$ cat src/rtl/stage2_inverse.sv
// Byte-serial inverse permutation stage: collects 16 bytes, un-permutes each with the block key.
// Optional feature: define STAGE2_INV_BLKCNT_EN to add the blk_cnt output handshake counter.
module stage2_inverse (
  input  logic         clk,
  input  logic         rst,
  input  logic         Enable,
  input  logic         k0,
  input  logic         k1,
  input  logic         in_valid,
  output logic         in_ready,
  input  logic [7:0]   in_data,
  output logic         out_valid,
  input  logic         out_ready,
  output logic [127:0] out_data,
  output logic         busy
`ifdef STAGE2_INV_BLKCNT_EN
  ,
  output logic [15:0]  blk_cnt
`endif
);

  typedef enum logic [1:0] {StIdle, StLoad, StOut} state_e;

  state_e         state_q, state_d;
  logic [3:0]     cnt_q, cnt_d;
  logic [1:0]     key_q, key_d;
  logic [127:0]   data_q, data_d;
  logic           accept;
  logic [1:0]     mode_cur;

  // All four maps are involutions, so the same wiring serves as its own inverse.
  function automatic logic [7:0] inv_perm(input logic [1:0] mode, input logic [7:0] b);
    logic [7:0] r;
    case (mode)
      2'b00:   r = {b[6], b[7], b[4], b[5], b[2], b[3], b[0], b[1]};
      2'b01:   r = {b[3], b[2], b[1], b[0], b[7], b[6], b[5], b[4]};
      2'b10:   r = {b[0], b[1], b[2], b[3], b[4], b[5], b[6], b[7]};
      default: r = {b[1], b[6], b[3], b[4], b[5], b[2], b[7], b[0]};
    endcase
    return r;
  endfunction

  always_ff @(posedge clk or posedge rst) begin
    if (rst) begin
      state_q <= StIdle;
      cnt_q   <= 4'd0;
      key_q   <= 2'b00;
      data_q  <= '0;
    end else begin
      state_q <= state_d;
      cnt_q   <= cnt_d;
      key_q   <= key_d;
      data_q  <= data_d;
    end
  end

  always_comb begin
    state_d = state_q;
    unique case (state_q)
      StIdle:  if (accept) state_d = StLoad;
      StLoad:  if (accept && (cnt_q == 4'd15)) state_d = StOut;
      StOut:   if (out_ready) state_d = StIdle;
      default: state_d = StIdle;
    endcase
  end

  // Byte 0 is decoded with the live key; later bytes use the key latched with it.
  always_comb begin
    mode_cur = (state_q == StIdle) ? {k1, k0} : key_q;
    cnt_d    = cnt_q;
    key_d    = key_q;
    data_d   = data_q;
    if (accept) begin
      data_d[{cnt_q, 3'b000} +: 8] = inv_perm(mode_cur, in_data);
      cnt_d                        = cnt_q + 4'd1;
      if (state_q == StIdle) key_d = {k1, k0};
    end
  end

  always_comb begin
    in_ready  = Enable && (state_q != StOut);
    accept    = in_valid && in_ready;
    out_valid = (state_q == StOut);
    busy      = (state_q != StIdle);
    out_data  = data_q;
  end

`ifdef STAGE2_INV_BLKCNT_EN
  logic [15:0] blk_cnt_q;

  always_ff @(posedge clk or posedge rst) begin
    if (rst) begin
      blk_cnt_q <= 16'd0;
    end else if ((state_q == StOut) && out_ready) begin
      blk_cnt_q <= blk_cnt_q + 16'd1;
    end
  end

  assign blk_cnt = blk_cnt_q;
`endif

endmodule
$ cat config.mk
export PLATFORM = sky130hd
export DESIGN_NAME = stage2_inverse
export DESIGN_NICKNAME = d
export VERILOG_FILES = /design/src/rtl/stage2_inverse.sv
export SDC_FILE = /design/constraint.sdc
export NUM_CORES = 1
export LEC_CHECK = 0
export CAP_MARGIN = 20
export CORE_MARGIN = 2
export CORE_UTILIZATION = 52
export CTS_CLUSTER_SIZE = 16
export DETAILED_ROUTE_END_ITERATION = 8
export GPL_TIMING_DRIVEN = 0
export PLACE_DENSITY = 0.81
export SYNTH_ARGS = -nofsm -noshare
export SYNTH_HDL_FRONTEND = slang
export SYNTH_SLANG_ARGS = --single-unit
$ cat constraint.sdc
create_clock -name clk -period 7.4 [get_ports clk]
set_input_delay 1.11 -clock clk [delete_from_list [all_inputs] [get_ports clk]]
set_output_delay 1.11 -clock clk [all_outputs]
set_load 0.05 [all_outputs]
==> out/qor.csv <==
metric;value;unit
Hold EP;out_data[2]$_DFFE_PP0P_;
Iter 0 DRT Violations;242;
Std-Cell Rows;37;
most frequent cells in the layout;145 x clkdlybuf4s50_1, 136 x dfrtp_1, 64 x a22o_1;
io pins;146;
final net count;579;
n_diodes;0;
commonest non-fill, non-tap cell in the layout;clkdlybuf4s50_1;
crit end category;output port;
hold path depth;1;
Die Y;107;um
width of the die;107;um
met3 wire len;1290;um
worst r2r dst;out_data[11]$_DFFE_PP0P_;
CP required;6.29;ns
clock latency on the worst-skew pair;0.51;ns
GR Overflow Total;0;
Tcrit/Tclk final;0.487;
initial antenna violation count;0;
Warnings, synthesis;0;
worst-path cell chain;clkdlybuf4s50_1 > and2_1 > clkdlybuf4s50_1;
Reg-to-Reg Start;cnt_q[0]$_DFFE_PP0P_;
Layout area overhead;41.2;%
Mean Syn Cell Area;13.9;sq um
setup TNS;0;ns
GR Util All Layers;0.266;
DRC Markers;0;
Routed WL;14500;um
headroom to the max-slew limit;0.428;
Max-cap violations;0;
DR WL met2;7210;um
routed wire length per instance;20.5;um
CTS tree;yes;
RSZ-0062 raised after global routing;no;
CTS Buf Count;17;
final setup fails;0;
DR vias;4051;
clk buf depth;2;
cells on worst reg2reg path;8;
die area;11400;sq um
Final GP Congestion;0.848;
WP data arrival;2.49;ns
vias in the first global route;4205;
hold crit path type;flop to flop;
met1 wire length;5830;um
crit-path max cell delay;0.80;ns
drt via density;5.71;
FMAX;0.278;GHz
Yosys cell types;37;
root buf cell;clkbuf_8;
crit path max fanout;2;
final hold vios;0;
first-pass GRT wire length;23100;um
post-route ant nets;0;
DP Wirelength;9760;um
startpoint types;input port;
share of cells above drive strength 1;0.173;
CTS Hold Bufs;0;
reg2reg setup slack;4.71;ns
cts repair resizes;0;
status;complete, no violations;
number of clock sinks;136;
worst setup path class;input port to output port;
Starting Density;0.535;
Tightest Pin Transition;0.854;ns
core area;10300;sq um
Final min period;3.60;ns
Hold Startpoint;out_data[2]$_DFFE_PP0P_;
Most Frequent Cell on Critical Path;clkdlybuf4s50_1;
Post-Syn Area;5500;sq um
Post-CTS Setup Inserts;0;
H-tree lvl count;4;
fillers;678;
Mapped Cells;395;
Initial DRT Pass Iterations;5;
port bufs;145;
largest net degree at the start of global routing;79;
slowest stage cell, crit path;clkdlybuf4s50_1;
Clock Pin Slew Worst Setup and Hold Paths;0.06;ns
fin. max-slew vios;0;
top sig layer;met4;
#FFs+latches synth;136;
Seq/Total Area, Yosys;0.619;
net count after synthesis;414;
Setup Skew;0.00547;ns
[layout make-up]
class,instances,area [sq um],area share
plain buffers,20,95.1,0.0123
inverters,7,31.3,0.00403
repair buffers,146,1480,0.191
flip-flops and latches,136,3400,0.438
well taps,136,170,0.0219
clock buffers,18,428,0.0551
multi-input cells,232,1970,0.254
clock inverters,14,184,0.0237
[cells by family (layout without fill, tap and decap cells)]
group | after synthesis | count (layout) | share of synthesized area
AOI/OAI and AO/OA | 91 | 91 | 0.140
buffers and inverters | 27 | 205 | 0.0221
adders and majority gates | 4 | 4 | 0.00911
and+or+nand+nor | 62 | 62 | 0.0599
xor gates and xnor gates | 5 | 5 | 0.00797
DFF | 136 | 136 | 0.619
muxes | 70 | 70 | 0.142
[worst max-delay path by stage]
stage	from	to	slack (ns)	cells past startpoint
4_1_cts	Enable	in_ready	3.79	3
3_5_place_dp	Enable	in_ready	3.79	3
3_3_place_gp	rst	out_data[78]$_DFFE_PP0P_	1.13	2
2_1_floorplan	rst	cnt_q[0]$_DFFE_PP0P_	2.65	1
5_1_grt	Enable	in_ready	3.75	3
6_report	Enable	in_ready	3.80	3
[through the flow]
step	hold slack, ns	setup slack [ns]	cells	area [sq um]	util
CTS	0.494	3.79	709	7760	0.755
finish	0.490	3.80	709	7760	0.755
global placement	0.468	1.13	676	7120	0.692
floorplan	0.481	2.65	395	5500	-
global route	0.509	3.75	709	7760	0.755
detailed placement	0.475	3.79	677	7150	0.696
[registers in the layout (all words and copies together), names as in the netlist]
register	count
out_data	128
cnt_q	4
key_q	2
state_q	2
[per-layer routing]
metal | GRT usage | up-vias
met1 | 0.342 | 2062
li1 | - | 1807
met3 | 0.0851 | 15
met5 | 0 | -
met2 | 0.441 | 167
met4 | 0.0696 | 0
[worst max-delay path, delay by kind of cell]
| kind | cells | cell delay, ns |
|---|---|---|
| simple gates | 1 | 0.12 |
| buf+inv | 2 | 1.26 |
[synth_stat cells, drive strengths merged]
library cell / n / area, sq um
dfrtp: 136 / 3400
a22o: 64 / 561
mux2: 64 / 721
buf: 19 / 91.3
nand2: 15 / 56.3
nor2: 14 / 60.1
nand2b: 9 / 56.3
a21oi: 7 / 35.0
inv: 7 / 26.3
nand4: 7 / 43.8
mux2i: 6 / 60.1
and2: 5 / 31.3
a32oi: 4 / 50.1
ha: 4 / 50.1
nand3: 4 / 20.0
o21a: 4 / 30.0
o21ai: 4 / 20.0
xnor2: 4 / 35.0
and3: 3 / 18.8
o22ai: 3 / 25.0
a22oi: 2 / 25.0
a211oi: 1 / 7.51
a21o: 1 / 7.51
a31oi: 1 / 6.26
clkbuf: 1 / 3.75
nor3: 1 / 5.00
nor3b: 1 / 12.5
or2: 1 / 6.26
or3b: 1 / 8.76
or4b: 1 / 10.0
xor2: 1 / 8.76
Power is not shown: default switching activity piles up to over one toggle a cycle in this logic, so the estimate is an artifact.
